**src/rtl/fifo_pkg.sv**
```systemverilog
// Shared helpers for the FIFO family: pointer width and depth legality.
package fifo_pkg;

    function automatic int ptr_width(input int depth);
        return $clog2(depth) + 1;
    endfunction

    function automatic bit is_pow2(input int depth);
        return (depth >= 2) && ((depth & (depth - 1)) == 0);
    endfunction

endpackage

```
**src/rtl/fifo_sync_ram.sv**
```systemverilog
// Simple dual-port RAM, registered read, no reset.
module fifo_sync_ram
    import fifo_pkg::*;
#(
    parameter int WIDTH = 8,
    parameter int AW    = 4
) (
    input  logic             clk_in,
    input  logic             we,
    input  logic [AW-1:0]    waddr,
    input  logic [WIDTH-1:0] wdata,
    input  logic [AW-1:0]    raddr,
    output logic [WIDTH-1:0] rdata
);

    logic [WIDTH-1:0] mem [2**AW];

    always_ff @(posedge clk_in) begin
        if (we) begin
            mem[waddr] <= wdata;
        end
        rdata <= mem[raddr];
    end

endmodule

```
**src/rtl/fifo_sync_level.sv**
```systemverilog
// Single-clock FIFO with level, almost flags and sticky errors.
// Define FIFO_FWFT_EN for first-word-fall-through reads.
module fifo_sync_level
    import fifo_pkg::*;
#(
    parameter int WIDTH     = 8,
    parameter int DEPTH     = 16,
    parameter int AF_THRESH = 12,
    parameter int AE_THRESH = 2,
    localparam int PW       = ptr_width(DEPTH)
) (
    input  logic             clk_in,
    input  logic             rst_in,
    input  logic             write_in,
    input  logic [WIDTH-1:0] data_write_in,
    input  logic             read_in,
    output logic [WIDTH-1:0] data_read_out,
    output logic             rd_valid_out,
    output logic             full_out,
    output logic             empty_out,
    output logic             almost_full_out,
    output logic             almost_empty_out,
    output logic [PW-1:0]    level_out,
    output logic             overflow_out,
    output logic             underflow_out,
    input  logic             err_clr_in
);

    localparam int AW = PW - 1;
    localparam logic [PW-1:0] DEPTH_L = PW'(DEPTH);
    localparam logic [PW-1:0] AF_L    = PW'(AF_THRESH);
    localparam logic [PW-1:0] AE_L    = PW'(AE_THRESH);

    if (!is_pow2(DEPTH)) begin : g_bad_depth
        $error("fifo_sync_level: DEPTH must be a power of two >= 2");
    end

    logic [PW-1:0]    wptr_q;
    logic [PW-1:0]    rptr_q;
    logic [PW-1:0]    ram_cnt;
    logic [PW-1:0]    level;
    logic [PW-1:0]    level_nxt;
    logic             full_q;
    logic             af_q;
    logic             ae_q;
    logic             ovf_q;
    logic             unf_q;
    logic             fresh_q;
    logic [WIDTH-1:0] hold_q;
    logic [WIDTH-1:0] ram_rdata;
    logic             wr_acc;
    logic             pop;
    logic             fetch;

    assign ram_cnt = wptr_q - rptr_q;
    assign wr_acc  = write_in && !full_q;

`ifdef FIFO_FWFT_EN
    // RAM words are fetched into the output stage as soon as it frees up.
    logic out_valid_q;

    assign pop   = read_in && out_valid_q;
    assign fetch = (ram_cnt != '0) && (!out_valid_q || pop);
    assign level = ram_cnt + PW'(out_valid_q);

    always_ff @(posedge clk_in or posedge rst_in) begin
        if (rst_in) begin
            out_valid_q <= 1'b0;
        end else if (fetch) begin
            out_valid_q <= 1'b1;
        end else if (pop) begin
            out_valid_q <= 1'b0;
        end
    end

    assign empty_out    = !out_valid_q;
    assign rd_valid_out = out_valid_q;
`else
    logic empty_q;

    assign pop   = read_in && !empty_q;
    assign fetch = pop;
    assign level = ram_cnt;

    always_ff @(posedge clk_in or posedge rst_in) begin
        if (rst_in) begin
            empty_q <= 1'b1;
        end else begin
            empty_q <= (level_nxt == '0);
        end
    end

    assign empty_out    = empty_q;
    assign rd_valid_out = fresh_q;
`endif

    assign level_nxt = level + PW'(wr_acc) - PW'(pop);

    fifo_sync_ram #(
        .WIDTH (WIDTH),
        .AW    (AW)
    ) u_ram (
        .clk_in (clk_in),
        .we     (wr_acc),
        .waddr  (wptr_q[AW-1:0]),
        .wdata  (data_write_in),
        .raddr  (rptr_q[AW-1:0]),
        .rdata  (ram_rdata)
    );

    always_ff @(posedge clk_in or posedge rst_in) begin
        if (rst_in) begin
            wptr_q  <= '0;
            rptr_q  <= '0;
            full_q  <= 1'b0;
            af_q    <= 1'b0;
            ae_q    <= 1'b1;
            fresh_q <= 1'b0;
            hold_q  <= '0;
        end else begin
            wptr_q  <= wptr_q + PW'(wr_acc);
            rptr_q  <= rptr_q + PW'(fetch);
            full_q  <= (level_nxt == DEPTH_L);
            af_q    <= (level_nxt >= AF_L);
            ae_q    <= (level_nxt <= AE_L);
            fresh_q <= fetch;
            // RAM output changes every edge; keep the last fetched word
            if (fresh_q) begin
                hold_q <= ram_rdata;
            end
        end
    end

    // Error set wins over clear in the same cycle
    always_ff @(posedge clk_in or posedge rst_in) begin
        if (rst_in) begin
            ovf_q <= 1'b0;
            unf_q <= 1'b0;
        end else begin
            if (write_in && full_q) begin
                ovf_q <= 1'b1;
            end else if (err_clr_in) begin
                ovf_q <= 1'b0;
            end
            if (read_in && empty_out) begin
                unf_q <= 1'b1;
            end else if (err_clr_in) begin
                unf_q <= 1'b0;
            end
        end
    end

    assign data_read_out    = fresh_q ? ram_rdata : hold_q;
    assign full_out         = full_q;
    assign almost_full_out  = af_q;
    assign almost_empty_out = ae_q;
    assign level_out        = level;
    assign overflow_out     = ovf_q;
    assign underflow_out    = unf_q;

endmodule

```
**config.mk**
```make
export PLATFORM = sky130hd
export DESIGN_NAME = fifo_sync_level
export DESIGN_NICKNAME = d
export VERILOG_FILES = /design/src/rtl/fifo_pkg.sv /design/src/rtl/fifo_sync_ram.sv /design/src/rtl/fifo_sync_level.sv
export SDC_FILE = /design/constraint.sdc
export NUM_CORES = 1
export LEC_CHECK = 0
export BUFFER_PORTS_ARGS = -buffer_cell sky130_fd_sc_hd__buf_2
export CORE_ASPECT_RATIO = 1.75
export CORE_MARGIN = 10
export CORE_UTILIZATION = 45
export DETAILED_ROUTE_END_ITERATION = 6
export PLACE_DENSITY_LB_ADDON = 0.25
export SLEW_MARGIN = 20
export SYNTH_ARGS = -nofsm -noshare
export SYNTH_HDL_FRONTEND = slang
export SYNTH_SLANG_ARGS = --single-unit
```
**constraint.sdc**
```tcl
create_clock -name clk_in -period 3.2 [get_ports clk_in]
set_input_delay 0.64 -clock clk_in [delete_from_list [all_inputs] [get_ports clk_in]]
set_output_delay 0.64 -clock clk_in [all_outputs]
set_load 0.05 [all_outputs]
```
### Word-level counts from Yosys, hierarchy flattened

Memory sizes are Yosys's and may differ from the RTL's. A register that Yosys moved wholly into a read port is not among the register bits.
Cells that the tools add are included.

* bits in registers: 25
* bits in latches: 0
* memory bits (writable): 128
* memory bits (read-only): 0
* bits of input ports: 13
* output and inout port bits: 20
* logic and storage cells: 34
* memories: 1

* add/sub/neg operators: 5
* multiply operators: 0
* div/mod/pow operators: 0
* order comparisons: 2
* eq/ne operators: 1
* shift-type cells: 0
* multiplexer cells: 6
* bitwise gates (word level): 0
* reductions and logical operators: 9

Memories
* u_ram.mem: depth 16, width 8, read ports 1, clocked after memory_dff 1, write ports 1, line fifo_sync_ram.sv:16 `logic [WIDTH-1:0] mem [2**AW];`

Operators with widths (count)
* $add 5x1->5: 3
* $mux 8: 1
* $eq 5x5->1 const B: 1
* $ge 5x4->1 const B: 1
* $le 5x2->1 const B: 1
* $logic_not 5->1: 1
* $mux 1: 5
* $sub 5x1->5: 1
* $sub 5x5->5: 1
* $logic_and 1x1->1: 4
* $reduce_bool 2->1: 2
* $logic_not 1->1: 2

### Longest topological paths before layout

* depth in word-level cells: 5
* mapped depth: 12
* gate-level depth less buffers: 12

### Cells and area by module

A second synthesis with hierarchy kept.

* cell total of the unflattened synthesis: 352
* area, all modules: 6541.3 um^2

By module, submodules not included
* fifo_sync_ram: instances 1, cells each 229, area each 5147.4 um^2, sequential area each 4003.8 um^2
* fifo_sync_level: instances 1, cells each 123, area each 1393.8 um^2, sequential area each 628.1 um^2

### Worst setup path before layout

Ideal clock, no wire load.

* kind: register -> register
* start point: register rptr_q[1]
* end point: register full_q (netlist: full_out)
* library setup time: 0.121 ns
* arrival time: 3.303 ns
* data required time: 3.079 ns
* path slack: -0.224 ns
* stages on the path, launching flop included: 12
* buffers on the path: 1
* path through: dfrtp_1 > buf_2 > clkinv_1 > fa_1 > inv_1 > ha_1 > a21oi_4 > nor3_2 > a211oi_1 > a31oi_1 > a22o_1 > and4bb_1

* word-level cells in the longest chain between the ends: 4

RTL lines
* start: declaration: line fifo_sync_level.sv:39 `logic [PW-1:0] rptr_q;`
* start signal: assignment: line fifo_sync_level.sv:122 `rptr_q <= rptr_q + PW'(fetch);`
* $sub 5x5->5: line fifo_sync_level.sv:55 `assign ram_cnt = wptr_q - rptr_q;`
* net level_out[1]: line fifo_sync_level.sv:23 `output logic [PW-1:0] level_out,`
* $add 5x1->5: line fifo_sync_level.sv:97 `assign level_nxt = level + PW'(wr_acc) - PW'(pop);`
* $sub 5x1->5: line fifo_sync_level.sv:97
* $eq 5x5->1: line fifo_sync_level.sv:123 `full_q <= (level_nxt == DEPTH_L);`
* end signal: assignment: line fifo_sync_level.sv:123
* end: declaration: line fifo_sync_level.sv:43 `logic full_q;`

The timed path passes the listed nets, and every way through them passes these cells.
A chain may end at the register's enable or synchronous reset.

### Worst setup path in the final report

* start point: register rptr_q[2]
* end point: output port level_out[3]

* word-level cells in the longest chain between the ends: 1

RTL lines (line)
* $sub 5x5->5: fifo_sync_level.sv:55
* end: declaration: fifo_sync_level.sv:23

No other way between the ends.

==> flow_summary.ini <==
[floorplan]
chipWidth_um = 111
initial_core_util = 0.455
dieArea_mm2 = 0.0198
die_h_um = 179
rows = 58
ioPinCount = 33
core-area_mm2 = 0.0143

[synth]
ys_seq_area_frac = 0.712
synth_area_mm2 = 0.00650
syn_nets = 401
ys_async_sr_fraction = 0.155
synth_cell_types = 43
synth_ff_type = edfxtp_1
synth_edf_count = 128
netlist_instances = 375
yosys_register_bits = 161
ys_warn_count = 0
synth_area_per_cell_um2 = 17.3

[critical_path]
cp.arrival_ns = 2.44
worst_ep_required_time_ns = 2.56
crit_type = flop to primary output
start_kind = flop
critPathLaunch = rptr_q[2]
r2r_setup_slack_ns = 0.24
r2r-end = full_out
cp-end-kind = primary output
worstPathMaxFanout = 9
r2r-start = wptr_q[0]
reg2regPathDepth = 12

[global_route]
grt_pass1_vias = 3745
grt-ovfl-total = 0
grt_first_pass_wirelength_mm = 21.0
grt_max_degree = 34
antenna_found_initial = 0
grtUsageTotal = 0.139

[detailed_routing]
drc = 0
dr.pass1.iters = 4
ant_nets = 0
num_vias = 3320
via_per_inst = 5.38
routedWlPerCell_um = 21.2
drtIter0Drc = 216
wl_mm = 13.1

[finish]
area_delta_synth_final_pct = 15.7
fillers = 1132
finalNetCount = 450
layout-drive-gt1-share = 0.297
instances_no_fill = 617
antennaDiodeCount = 0

[job]
drv_cap = 0

[placed_design]
io_buffers = 32
place_ws_ns = 0.0860
hpwlAfterDp_mm = 8.90
place_congestion = 0.815
place_inst = 585

[sta]
slew_headroom = 0.383
rsz0062_at_grt = no
period_needed_ns = 3.08
setup_viol = 0
hold_viol = 0
fin_setup_tns_ns = 0
maxSlewViolCount = 0
period_share = 0.962
layout_setup_ws_ns = 0.122
hold_ws_ns = 0.303
fmax_mhz = 325
worstMarginPinSlew_ns = 0.920
skew_ns = 0.0132

[clock_network]
cts-buffers-inserted = 17
tritoncts = done
hold_buffers = 0
clkTransAtPathRegs_ns = 0.07
root_buffer = clkbuf_16
cts.sinks = 161
postCtsSetupBuffers = 0
clk_latency_ns = 0.42
clk_path_buf_depth = 2
htree_levels = 4

[hold_path]
min_path_type = input port to asynchronous set/reset pin

[status]
outcome = finished, final reports clean
[routing by layer]
layer	track usage	vias to the layer above	routed length (µm)
met3	0.0335	23	511
li1	-	1531	-
met5	0	-	0
met1	0.141	1697	4990
met4	0.0833	0	533
met2	0.253	69	7060
[layout by cell type, fill, tap and decap left out, types with 2 or more instances in the layout]
cell type  synthesis  final
ha_1              11     11
nor3_1             8      8
o21ai_0            3      3
nand2_1           42     42
mux2_2             8      8
xor2_1             3      3
clkinv_1           2      2
inv_6              0      3
nor2_1            18     18
inv_1             13     12
inv_8              0      4
dfstp_2            2      2
xnor2_1            5      5
clkinv_8           0      3
a21oi_2            2      2
buf_4              3     12
xnor2_2            3      3
clkbuf_16          0     17
buf_2              3     32
mux4_2            32     32
nand3_1            8      8
and3_1             9      9
dfxtp_1            8      8
clkinv_4           0      4
edfxtp_1         128    128
dfrtp_1           23     22
nand2b_1           5      5
a31oi_1            9      9
nand3b_1           2      2
[per-stage QoR]
step                      utilization  cell area, µm²
after floorplan                     -            6500
after global placement          0.483            6910
after detailed placement        0.483            6910
after CTS                       0.526            7520
after global routing            0.526            7520
final                           0.526            7520
[state kept, by name, indices dropped and copies added (netlist names)]
name / flops
almost_full_out: 1
underflow_out: 1
hold_q: 8
full_out: 1
almost_empty_out: 1
overflow_out: 1
empty_out: 1
rd_valid_out: 1
wptr_q: 5
u_ram.mem: 128
rptr_q: 5
u_ram.rdata: 8
[worst max path at each step]
stage               cells after the start  slack, ns           end
floorplan                              11       0.02      full_out
global placement                       12       0.21      full_out
detailed placement                     11       0.09      full_out
CTS                                     7      0.007  level_out[3]
global route                           12      0.007      full_out
finish                                  7       0.12  level_out[3]
[cells in the mapped netlist (all sizes together) (2+ instances only)]
cell | count | area [µm²]
mux4 | 32 | 721
xnor2 | 8 | 92.6
dfstp | 2 | 52.6
a31oi | 9 | 56.3
o21ai | 3 | 15.0
edfxtp | 128 | 3840
a21oi | 4 | 38.8
ha | 11 | 138
fa | 2 | 40.0
xor2 | 3 | 26.3
and3 | 9 | 56.3
inv | 14 | 55.1
nand2b | 5 | 31.3
nand2 | 42 | 158
dfxtp | 8 | 160
dfrtp | 23 | 576
nor2 | 18 | 67.6
nand3b | 2 | 15.0
clkbuf | 5 | 18.8
nand3 | 8 | 40.0
buf | 9 | 56.3
mux2 | 8 | 90.1
nor3 | 9 | 50.1
clkinv | 2 | 7.51
[cell families (layout without fill, tap and decap cells)]
group / count (synthesis) / count (layout) / share of synthesized area
compound gates: 22 / 22 / 0.0248
xor+xnor: 11 / 11 / 0.0183
fa+ha+maj: 13 / 13 / 0.0273
buf+inv: 30 / 92 / 0.0212
flops: 161 / 161 / 0.712
mux: 41 / 41 / 0.126
simple gates: 97 / 97 / 0.0697
[critical path: stages, from the launching register on]
cell and delay [ns]:
dfrtp_1 0.40, clkinvlp_4 0.24, ha_1 0.42, nor2_1 0.16
a21oi_2 0.07, xnor2_2 0.32, inv_1 0.17, buf_2 0.25
[layout make-up]
type | count | area, µm² | area share
inverter | 16 | 66.3 | 0.00882
clock buffer | 17 | 425 | 0.0566
tap | 180 | 225 | 0.0300
multi-input combinational | 184 | 1730 | 0.231
clock inverter | 15 | 185 | 0.0246
sequential | 161 | 4630 | 0.616
timing repair buffer | 44 | 250 | 0.0333
[what timing repair did]
action,CTS,global route
setup endpoints to repair,0,2
endpoints found under the hold margin,0,0
resized for setup,0,1
Power is not shown: default switching activity piles up to over one toggle a cycle in this logic, so the estimate is an artifact.
